==> src/rtl/fc_pkg.sv <==
// Shared sizes, FSM states and the Q8.8 output saturation helper for the
// forward fully-connected layer.
package fc_pkg;
  localparam int N_IN  = 128;
  localparam int N_OUT = 10;
  localparam int DW    = 16;
  localparam int FRAC  = 8;
  localparam int ACC_W = 40;
  localparam int AW    = 11;
  localparam int IDX_W = 4;

  typedef enum logic [1:0] {
    LOAD,
    COMPUTE,
    OUTPUT
  } state_e;

  localparam logic signed [ACC_W-1:0] SAT_MAX = ACC_W'((64'sd1 <<< (DW - 1)) - 64'sd1);
  localparam logic signed [ACC_W-1:0] SAT_MIN = ACC_W'(-(64'sd1 <<< (DW - 1)));

  // Arithmetic shift floors toward -inf; the result is then clamped to the DW-bit signed range
  function automatic logic [DW-1:0] sat_q(input logic signed [ACC_W-1:0] acc);
    logic signed [ACC_W-1:0] shifted;
    shifted = acc >>> FRAC;
    if (shifted > SAT_MAX) begin
      sat_q = {1'b0, {(DW - 1){1'b1}}};
    end else if (shifted < SAT_MIN) begin
      sat_q = {1'b1, {(DW - 1){1'b0}}};
    end else begin
      sat_q = shifted[DW-1:0];
    end
  endfunction
endpackage

==> src/rtl/fc_forward_if.sv <==
// Activation input stream, weight-memory read port and logit output stream
// of the forward layer, bundled as one interface.
interface fc_forward_if;
  import fc_pkg::*;

  logic [DW-1:0]    in_data;
  logic             in_valid;
  logic             in_ready;
  logic             w_rd_en;
  logic [AW-1:0]    w_addr;
  logic [DW-1:0]    w_rdata;
  logic [DW-1:0]    out_data;
  logic [IDX_W-1:0] out_idx;
  logic             out_valid;
  logic             out_ready;
  logic             out_last;

  modport master (
    output in_data, in_valid, w_rdata, out_ready,
    input  in_ready, w_rd_en, w_addr, out_data, out_idx, out_valid, out_last
  );

  modport slave (
    input  in_data, in_valid, w_rdata, out_ready,
    output in_ready, w_rd_en, w_addr, out_data, out_idx, out_valid, out_last
  );
endinterface

==> src/rtl/fc_mac_sat.sv <==
// Registered multiply-accumulate: clr_i restarts the sum at the current
// product, y_o is the running total reduced to saturated Q8.8.
module fc_mac_sat
  import fc_pkg::*;
(
  input  logic                 clk_i,
  input  logic                 rst_i,
  input  logic                 en_i,
  input  logic                 clr_i,
  input  logic signed [DW-1:0] a_i,
  input  logic signed [DW-1:0] b_i,
  output logic [DW-1:0]        y_o
);
  logic signed [2*DW-1:0]  prod;
  logic signed [ACC_W-1:0] prodExt;
  logic signed [ACC_W-1:0] base;
  logic signed [ACC_W-1:0] acc_q;

  assign prod    = a_i * b_i;
  assign prodExt = {{(ACC_W - 2 * DW){prod[2*DW-1]}}, prod};
  assign base    = clr_i ? '0 : acc_q;
  assign y_o     = sat_q(acc_q);

  always_ff @(posedge clk_i) begin
    if (rst_i) begin
      acc_q <= '0;
    end else if (en_i) begin
      acc_q <= base + prodExt;
    end
  end
endmodule

==> src/rtl/fc_forward.sv <==
// Forward fully-connected layer: buffers one activation frame, computes each
// logit with a single MAC over external weight memory, then streams logits out.
module fc_forward
  import fc_pkg::*;
(
  input  logic        clk_i,
  input  logic        rst_i,
  fc_forward_if.slave bus,
  output logic        busy_o
);
  localparam int LCW = $clog2(N_IN);
  localparam int ICW = $clog2(N_IN + 1);
  localparam logic [LCW-1:0]   LOAD_LAST  = LCW'(N_IN - 1);
  localparam logic [ICW-1:0]   DRAIN_I    = ICW'(N_IN);
  localparam logic [IDX_W-1:0] LAST_J     = IDX_W'(N_OUT - 1);
  localparam logic [AW-1:0]    ROW_STRIDE = AW'(N_OUT);

  state_e           state_q, state_d;
  logic [LCW-1:0]   loadCnt_q, loadCnt_d;
  logic [ICW-1:0]   iCnt_q, iCnt_d;
  logic [IDX_W-1:0] jCnt_q, jCnt_d;
  logic [IDX_W-1:0] oCnt_q, oCnt_d;
  logic [AW-1:0]    addr_q, issueAddr, wAddr;
  logic             macEn_q, macClr_q, store_q;
  logic [IDX_W-1:0] storeIdx_q;
  logic [DW-1:0]    xSel_q;
  logic [DW-1:0]    xBuf_q [N_IN];
  logic [DW-1:0]    result_q [N_OUT];
  logic [DW-1:0]    macY;
  logic             inReady, outValid, inFire, outFire, issue, drain;

  assign issue     = (state_q == COMPUTE) && (iCnt_q != DRAIN_I);
  assign drain     = (state_q == COMPUTE) && (iCnt_q == DRAIN_I);
  assign issueAddr = AW'(iCnt_q) * ROW_STRIDE + AW'(jCnt_q);
  assign wAddr     = issue ? issueAddr : addr_q;
  assign inReady   = (state_q == LOAD) && !rst_i;
  assign outValid  = (state_q == OUTPUT);
  assign inFire    = bus.in_valid && inReady;
  assign outFire   = outValid && bus.out_ready;

  assign bus.in_ready  = inReady;
  assign bus.w_rd_en   = issue;
  assign bus.w_addr    = wAddr;
  assign bus.out_valid = outValid;
  assign bus.out_idx   = oCnt_q;
  assign bus.out_last  = outValid && (oCnt_q == LAST_J);
  assign bus.out_data  = outValid ? result_q[oCnt_q] : '0;
  assign busy_o        = (state_q != LOAD);

  // Each logit takes N_IN issue cycles plus one drain cycle for the last read to land
  always_comb begin
    state_d   = state_q;
    loadCnt_d = loadCnt_q;
    iCnt_d    = iCnt_q;
    jCnt_d    = jCnt_q;
    oCnt_d    = oCnt_q;
    unique case (state_q)
      LOAD: begin
        if (inFire) begin
          if (loadCnt_q == LOAD_LAST) begin
            loadCnt_d = '0;
            state_d   = COMPUTE;
          end else begin
            loadCnt_d = loadCnt_q + LCW'(1);
          end
        end
      end
      COMPUTE: begin
        if (drain) begin
          iCnt_d = '0;
          if (jCnt_q == LAST_J) begin
            jCnt_d  = '0;
            state_d = OUTPUT;
          end else begin
            jCnt_d = jCnt_q + IDX_W'(1);
          end
        end else begin
          iCnt_d = iCnt_q + ICW'(1);
        end
      end
      OUTPUT: begin
        if (outFire) begin
          if (oCnt_q == LAST_J) begin
            oCnt_d  = '0;
            state_d = LOAD;
          end else begin
            oCnt_d = oCnt_q + IDX_W'(1);
          end
        end
      end
      default: state_d = LOAD;
    endcase
  end

  always_ff @(posedge clk_i) begin
    if (rst_i) begin
      state_q    <= LOAD;
      loadCnt_q  <= '0;
      iCnt_q     <= '0;
      jCnt_q     <= '0;
      oCnt_q     <= '0;
      addr_q     <= '0;
      macEn_q    <= 1'b0;
      macClr_q   <= 1'b0;
      store_q    <= 1'b0;
      storeIdx_q <= '0;
    end else begin
      state_q    <= state_d;
      loadCnt_q  <= loadCnt_d;
      iCnt_q     <= iCnt_d;
      jCnt_q     <= jCnt_d;
      oCnt_q     <= oCnt_d;
      addr_q     <= wAddr;
      macEn_q    <= issue;
      macClr_q   <= issue && (iCnt_q == '0);
      store_q    <= drain;
      storeIdx_q <= jCnt_q;
    end
  end

  // Storage only: a reset discards the frame through the control state above
  always_ff @(posedge clk_i) begin
    if (inFire) begin
      xBuf_q[loadCnt_q] <= bus.in_data;
    end
    xSel_q <= xBuf_q[iCnt_q[LCW-1:0]];
    if (store_q) begin
      result_q[storeIdx_q] <= macY;
    end
  end

  fc_mac_sat u_mac (
    .clk_i (clk_i),
    .rst_i (rst_i),
    .en_i  (macEn_q),
    .clr_i (macClr_q),
    .a_i   (xSel_q),
    .b_i   (bus.w_rdata),
    .y_o   (macY)
  );
endmodule

==> src/flat_wrapper.sv <==
// flat-port wrapper written by rule: the top's interface ports become plain ports
module fc_forward_flat import fc_pkg::*;
  (clk_i, rst_i, busy_o, bus_in_data, bus_in_valid, bus_w_rdata, bus_out_ready, bus_in_ready, bus_w_rd_en, bus_w_addr, bus_out_data, bus_out_idx, bus_out_valid, bus_out_last);
  fc_forward_if bus_i ();
  input  logic clk_i;
  input  logic rst_i;
  output logic busy_o;
  input wire logic [$bits(bus_i.in_data)-1:0] bus_in_data;
  input wire logic [$bits(bus_i.in_valid)-1:0] bus_in_valid;
  input wire logic [$bits(bus_i.w_rdata)-1:0] bus_w_rdata;
  input wire logic [$bits(bus_i.out_ready)-1:0] bus_out_ready;
  output wire logic [$bits(bus_i.in_ready)-1:0] bus_in_ready;
  output wire logic [$bits(bus_i.w_rd_en)-1:0] bus_w_rd_en;
  output wire logic [$bits(bus_i.w_addr)-1:0] bus_w_addr;
  output wire logic [$bits(bus_i.out_data)-1:0] bus_out_data;
  output wire logic [$bits(bus_i.out_idx)-1:0] bus_out_idx;
  output wire logic [$bits(bus_i.out_valid)-1:0] bus_out_valid;
  output wire logic [$bits(bus_i.out_last)-1:0] bus_out_last;
  assign bus_i.in_data = bus_in_data;
  assign bus_i.in_valid = bus_in_valid;
  assign bus_i.w_rdata = bus_w_rdata;
  assign bus_i.out_ready = bus_out_ready;
  assign bus_in_ready = bus_i.in_ready;
  assign bus_w_rd_en = bus_i.w_rd_en;
  assign bus_w_addr = bus_i.w_addr;
  assign bus_out_data = bus_i.out_data;
  assign bus_out_idx = bus_i.out_idx;
  assign bus_out_valid = bus_i.out_valid;
  assign bus_out_last = bus_i.out_last;
  fc_forward u_core (.clk_i(clk_i), .rst_i(rst_i), .bus(bus_i), .busy_o(busy_o));
endmodule
==> config.mk <==
export PLATFORM = sky130hd
export DESIGN_NAME = fc_forward_flat
export DESIGN_NICKNAME = d
export VERILOG_FILES = /design/src/rtl/fc_pkg.sv /design/src/rtl/fc_forward_if.sv /design/src/rtl/fc_mac_sat.sv /design/src/rtl/fc_forward.sv /design/src/flat_wrapper.sv
export SDC_FILE = /design/constraint.sdc
export NUM_CORES = 2
export LEC_CHECK = 0
export BUFFER_PORTS_ARGS = -buffer_cell sky130_fd_sc_hd__buf_4
export CAP_MARGIN = 15
export CORE_UTILIZATION = 55
export CTS_CLUSTER_DIAMETER = 80
export DETAILED_ROUTE_END_ITERATION = 10
export GPL_ROUTABILITY_DRIVEN = 1
export GPL_TIMING_DRIVEN = 0
export PLACE_DENSITY = 0.71
export SLEW_MARGIN = 20
export SYNTH_ARGS = -nofsm -noshare
export SYNTH_HDL_FRONTEND = slang
export SYNTH_SLANG_ARGS = --single-unit
==> constraint.sdc <==
create_clock -name clk_i -period 16.5 [get_ports clk_i]
set_clock_uncertainty 0.2 [all_clocks]
set_input_delay 0.825 -clock clk_i [delete_from_list [all_inputs] [get_ports clk_i]]
set_output_delay 0.825 -clock clk_i [all_outputs]
set_load 0.005 [all_outputs]
# ---- Word-level counts from Yosys, hierarchy flattened
# Memory sizes are Yosys's and may differ from the RTL's. A register that Yosys moved wholly into a read port is not among the register bits.
# Cells that the tools add are included.
dict set report totals {
  ramBits 2208
  in_bits 36
  register_bits 83
  word_cells 73
  mem_count 2
  out_inout_bits 36
}
dict set report classes {
  eq_ne 13
  add_sub_neg 6
  n_mux 22
  n_mul 2
  magnitude_cmp 2
  reduce_logical 15
}
# name depth width rd rd_clocked_by_memory_dff write_ports line_no
set memory_table {}
lappend memory_table {u_core.xBuf_q 128 16 1 1 1 fc_forward.sv:27} ;# logic [DW-1:0] xBuf_q [N_IN];
lappend memory_table {u_core.result_q 10 16 1 1 1 fc_forward.sv:28} ;# logic [DW-1:0] result_q [N_OUT];
# cell count
set ops {}
lappend ops {{2-to-1 mux 16 bit} 3}
lappend ops {{adder 40 x 32 -> 40 bit} 1}
lappend ops {{2-to-1 mux 40 bit} 1}
lappend ops {{> comparator 32 x 16 -> 1 bit (second input constant)} 1}
lappend ops {{< comparator 32 x 16 -> 1 bit (second input constant)} 1}
lappend ops {{multiplier 16 x 16 -> 32 bit} 1}
lappend ops {{2-to-1 mux 4 bit} 4}
lappend ops {{2-to-1 mux 2 bit} 6}
lappend ops {{adder 11 x 4 -> 11 bit} 1}
lappend ops {{2-to-1 mux 11 bit} 1}
lappend ops {{multiplier 8 x 3 -> 10 bit (second input constant)} 1}
lappend ops {{adder 4 x 1 -> 4 bit (second input constant)} 2}
lappend ops {{adder 8 x 1 -> 8 bit (second input constant)} 1}
lappend ops {{equality test 4 bit (second input constant)} 2}
lappend ops {{equality test 8 bit (second input constant)} 1}
lappend ops {{logical NOT 8 bit} 1}
lappend ops {{2-to-1 mux 8 bit} 1}
lappend ops {{!= test 2 bit (second input constant)} 4}
lappend ops {{!= test 8 bit (second input constant)} 1}
lappend ops {{adder 7 x 1 -> 7 bit (second input constant)} 1}
lappend ops {{equality test 7 bit (second input constant)} 1}
lappend ops {{logical AND 1 bit} 7}
lappend ops {{2-to-1 mux 7 bit} 1}
lappend ops {{case mux 2 bit (3 select lines)} 1}
lappend ops {{other kinds (9)} 15}

# ---- Logic depth before layout (Yosys ltp)
dict set report depth {
  ltp_word 5
  ltp_mapped 25
  depth_no_buf 24
}

# ---- Hierarchy
# Synthesis repeated with hierarchy kept, for this count alone.
dict set report hier_totals {
  cells_unflattened 5610
  area_unflattened_um2 101846.4
}
# mod n_inst cells_each area_per_inst_um2 seq_area_each_um2
set by_module_without_submodules {}
lappend by_module_without_submodules {fc_forward 1 4035 87624.0 67564.8}
lappend by_module_without_submodules {fc_mac_sat 1 1575 14222.4 800.8}

# ---- Least setup slack after synthesis
# Ideal clock, no wire load.
dict set report synth_path {
  path_kind {in2reg}
  startpoint {in bus_w_rdata[1]}
  endpoint {reg u_core.u_mac.acc_q[39]}
  required_time_ns 16.214
  setup_ns 0.086
  stages 21
  slack_ns 9.540
  t_arrival_ns 6.675
  n_path_buf 1
  path_cell_list {clkbuf_1 nand2_1 fa_1 fa_1 fa_1 fa_1 inv_1 fa_1 inv_1 fa_1 inv_1 ha_1 nand4_1 a2111oi_2 nor3_1 o41ai_2 a221oi_2 nor4b_1 o21ai_0 xnor2_1 a211oi_1}
}
dict set report synth_between {
  elab_chain_len 2
}
# item line_no
set synth_lines {}
lappend synth_lines {{start: declaration} flat_wrapper.sv:10} ;# input wire logic [$bits(bus_i.w_rdata)-1:0] bus_w_rdata;
lappend synth_lines {{multiplier 16 x 16 -> 32 bit} fc_mac_sat.sv:19} ;# assign prod = a_i * b_i;
lappend synth_lines {{adder 40 x 32 -> 40 bit} fc_mac_sat.sv:28} ;# acc_q <= base + prodExt;
lappend synth_lines {{end signal: assignment} fc_mac_sat.sv:28}
lappend synth_lines {{end: declaration} fc_mac_sat.sv:17} ;# logic signed [ACC_W-1:0] acc_q;
# Every way passes these cells.
# A chain may end at the register's enable or synchronous reset.

# ---- Worst setup path in the final report
dict set report layout_path {
  startpoint {reg u_core.xSel_q[10] (read register of u_core.xBuf_q)}
  endpoint {reg u_core.u_mac.acc_q[39]}
}
dict set report layout_between {
  elab_chain_len 2
}
# item line_no
set layout_lines {}
lappend layout_lines {{start: declaration} fc_forward.sv:26} ;# logic [DW-1:0] xSel_q;
lappend layout_lines {{multiplier 16 x 16 -> 32 bit} fc_mac_sat.sv:19}
lappend layout_lines {{adder 40 x 32 -> 40 bit} fc_mac_sat.sv:28}
# Every way passes these cells.

==> summary.md <==
| Metric | Value |
|---|---|
| Hold Crit Endpoint | u_core.xBuf_q[47][4] |
| H-tree levels | 4 |
| Hold Crit Class | primary input to register |
| P&R area growth vs syn | 13.1% |
| IO Count | 72 |
| Row cnt | 156 |
| Vias in the first global route | 53200 |
| Gr ovfl total | 0 |
| CP required | 17080 ps |
| Hold buffer count at CTS | 1 |
| Dpl ws | 8150 ps |
| Die span in y | 430 um |
| Yosys warns | 0 |
| Status | finished clean |
| Setup TNS Final | 0 ps |
| RR Endpoint | u_core.u_mac.acc_q[39] |
| Setup-failing EPs final | 0 |
| Detailed Place HPWL | 178 mm |
| RSZ-0062 raised after global routing | false |
| Initial antenna violation count | 25 |
| Fmax | 123 MHz |
| Yosys reg bits | 2311 |
| Final WS setup | 8350 ps |
| Layout Nets | 6115 |
| Post-DRT Antenna Nets | 0 |
| Syn Nets | 5680 |
| Hold Crit Depth | 1 |
| PortBufs | 69 |
| FFs w/ async S/R, synth | 0 |
| Fillers | 12400 |
| Global placement routability congestion | 0.949 |
| Cell area after layout | 0.114 mm^2 |
| Most frequent cells in the layout | edfxtp_1 (2208), mux4_2 (704), inv_1 (384), fa_1 (331), clkbuf_16 (225) |
| Leak pwr | 0.0375 uW |
| Cell Pwr Density | 144 mW/mm^2 |
| Crit path launch type | register |
| Pin count of the biggest net entering global routing | 129 |
| Root Buffer | clkbuf_16 |
| Crit path time final | 8150 ps |
| Critical Path End Type | register |
| Max-cap violations | 0 |
| DP Area | 0.107 mm^2 |
| Synth Cell Area | 0.101 mm^2 |
| Placed Cells incl. Taps | 7755 |
| Worst-path clk slew | 60 ps |
| Critical Path Fanout Max | 10 |
| Max rail drop VDD | 0.297 mV |
| Initial core utilization | 0.556 |
| DR DRC count | 0 |
| Synth Flop Type | edfxtp_1 |
| Relative slew slack | 0.185 |
| Worst EP arrival | 8730 ps |
| Vias per std cell | 6.36 |
| Reg2reg start | u_core.xSel_q[10] |
| CTS Buffer Depth | 3 |
| WL final | 259 mm |
| Post-CTS setup buffers | 0 |
| Post-synthesis sequential area ratio | 0.677 |
| Wire length per cell | 31.7 um |
| CTS tree | built |
| Mapped Avg Cell Area | 19.5 um^2 |
| First-pass GRT wire length | 373 mm |
| Total Die Area | 0.185 mm^2 |
| DRT iter0 DRCs | 6016 |
| Clk_lat worst skew | 880 ps |
| Worst-Margin Slew | 1220 ps |
| Layout cell share with drive strength beyond 1 | 0.255 |
| Fin util | 0.629 |
| Commonest non-fill, non-tap cell in the layout | edfxtp_1 |
| CTS Buf Count | 221 |
| All-Layer GR Usage | 0.285 |
| Synth Instances | 5179 |
| Pre-antenna DRT Iters | 6 |
| Post-synth EDFFs | 2208 |
| Period utilization | 0.494 |
| Post-synth cell types | 64 |
| Max-slew violation count | 0 |
| CTS resizes | 0 |
| HP Start | bus_in_data[4] |
| Chip width | 430 um |
| Core Area | 0.182 mm^2 |
| Post-Layout Cell Count | 8183 |
| Final Hold Vio Count | 0 |
| Crit Path Class | register to register |
| R2R depth | 21 |
| R2R setup slack | 8350 ps |
| CTS Sinks | 2311 |
| Via Count | 52100 |
[power breakdown]
part | total [uW] | internal [uW] | switching, uW | leakage [uW]
Clock | 5120 | 2890 | 2230 | 0.00359
Sequential | 6430 | 6420 | 9.18 | 0.0207
Combinational | 4850 | 1940 | 2910 | 0.0132
Total | 16400 | 11200 | 5150 | 0.0375
[logic make-up (layout without fill, tap and decap cells)]
family                   after synthesis  count (layout)  share of synthesized area
other                                  0               6                          0
AND/OR/NAND/NOR                      732             732                     0.0341
AO/OA/AOI/OAI                        218             218                     0.0143
multiplexers                         753             753                      0.162
flip-flops                          2311            2311                      0.677
buffers and inverters                634            1262                     0.0242
XOR/XNOR                              66              66                    0.00573
adder cells (fa/ha/maj)              465             465                     0.0823
[how the worst max path moves through the flow]
stage / cells after the start / slack [ps] / endpoint / from
after floorplan: 21 / 9540 / u_core.u_mac.acc_q[39] / bus_w_rdata[1]
after global placement: 22 / 8250 / u_core.u_mac.acc_q[39] / bus_w_rdata[2]
after detailed placement: 23 / 8150 / u_core.u_mac.acc_q[39] / bus_w_rdata[5]
after CTS: 22 / 8410 / u_core.u_mac.acc_q[39] / u_core.xSel_q[7]
after global routing: 21 / 8140 / u_core.u_mac.acc_q[39] / u_core.xSel_q[11]
final: 21 / 8350 / u_core.u_mac.acc_q[39] / u_core.xSel_q[10]
[worst max-delay path: stages, from the launching register on]
cell and delay [ps]:
dfxtp_1 720, clkbuf_1 510, nand2_1 150, fa_1 540, fa_1 520, fa_1 510, inv_1 50, fa_1 510
fa_1 490, inv_1 50, fa_1 520, inv_1 60, ha_1 400, nand4_1 170, a2111oi_2 460, nor3_1 180
o41ai_2 590, a221oi_2 230, nor4b_1 500, o21ai_0 290, xnor2_1 200, a211oi_1 230
[through the flow]
| step | total power (uW) | hold WS (ps) |
|---|---|---|
| 3_3_place_gp | 11300 | 246 |
| 4_1_cts | 16400 | 159 |
| 6_report | 16400 | 150 |
| 3_5_place_dp | 11400 | 259 |
| 5_1_grt | 17200 | 134 |
| 2_1_floorplan | 10200 | 236 |
[final cells by class]
cell class,instances,area [um^2],area share
diodes,6,15.0,0.000132
repair buffers,212,2400,0.0210
multi-input cells,2234,30500,0.268
plain buffers,249,1030,0.00902
flip-flops and latches,2311,68400,0.599
clock inverters,146,1540,0.0135
inverters,385,1450,0.0127
clock buffers,270,5850,0.0513
well taps,2370,2970,0.0260
[state kept, by name (all words and copies together), names as in the netlist, 4 cells and up, named ones only]
register            count
u_core.loadCnt_q        7
u_core.xBuf_q        2048
u_core.u_mac.acc_q     40
u_core.jCnt_q           4
u_core.storeIdx_q       4
u_core.addr_q          11
u_core.xSel_q          16
u_core.iCnt_q           8
u_core.bus.out_idx      4
u_core.result_q       160
[synthesized netlist by cell type (16+ instances only)]
master    number  area share
nand2_1      203      0.0075
buf_1         54      0.0020
and2_1       119      0.0074
a21oi_1       60      0.0030
inv_1        384       0.014
nor3_1        16     0.00079
dfxtp_1      103       0.020
mux2_2        17      0.0019
nor2_1       239      0.0089
mux2i_1       32      0.0032
ha_1         133       0.016
clkbuf_1     153      0.0057
fa_1         332       0.066
nand4_1       16     0.00099
xnor2_1       36      0.0031
nor2b_1       70      0.0043
xor2_1        30      0.0026
a211oi_1      41      0.0030
o21ai_0       29      0.0014
buf_2         39      0.0019
o21a_1        18      0.0013
a21o_1        17      0.0013
mux4_2       704        0.16
edfxtp_1    2208        0.66
nand3_1       26      0.0013
[per-layer routing]
metal | part of all wire | wire length, um | GRT usage
met5 | 0.00026 | 68 | 0
met4 | 0.038 | 9810 | 0.101
met3 | 0.096 | 24900 | 0.0556
met1 | 0.37 | 97000 | 0.392
met2 | 0.49 | 128000 | 0.460
Power figures use the tool's default switching activity.
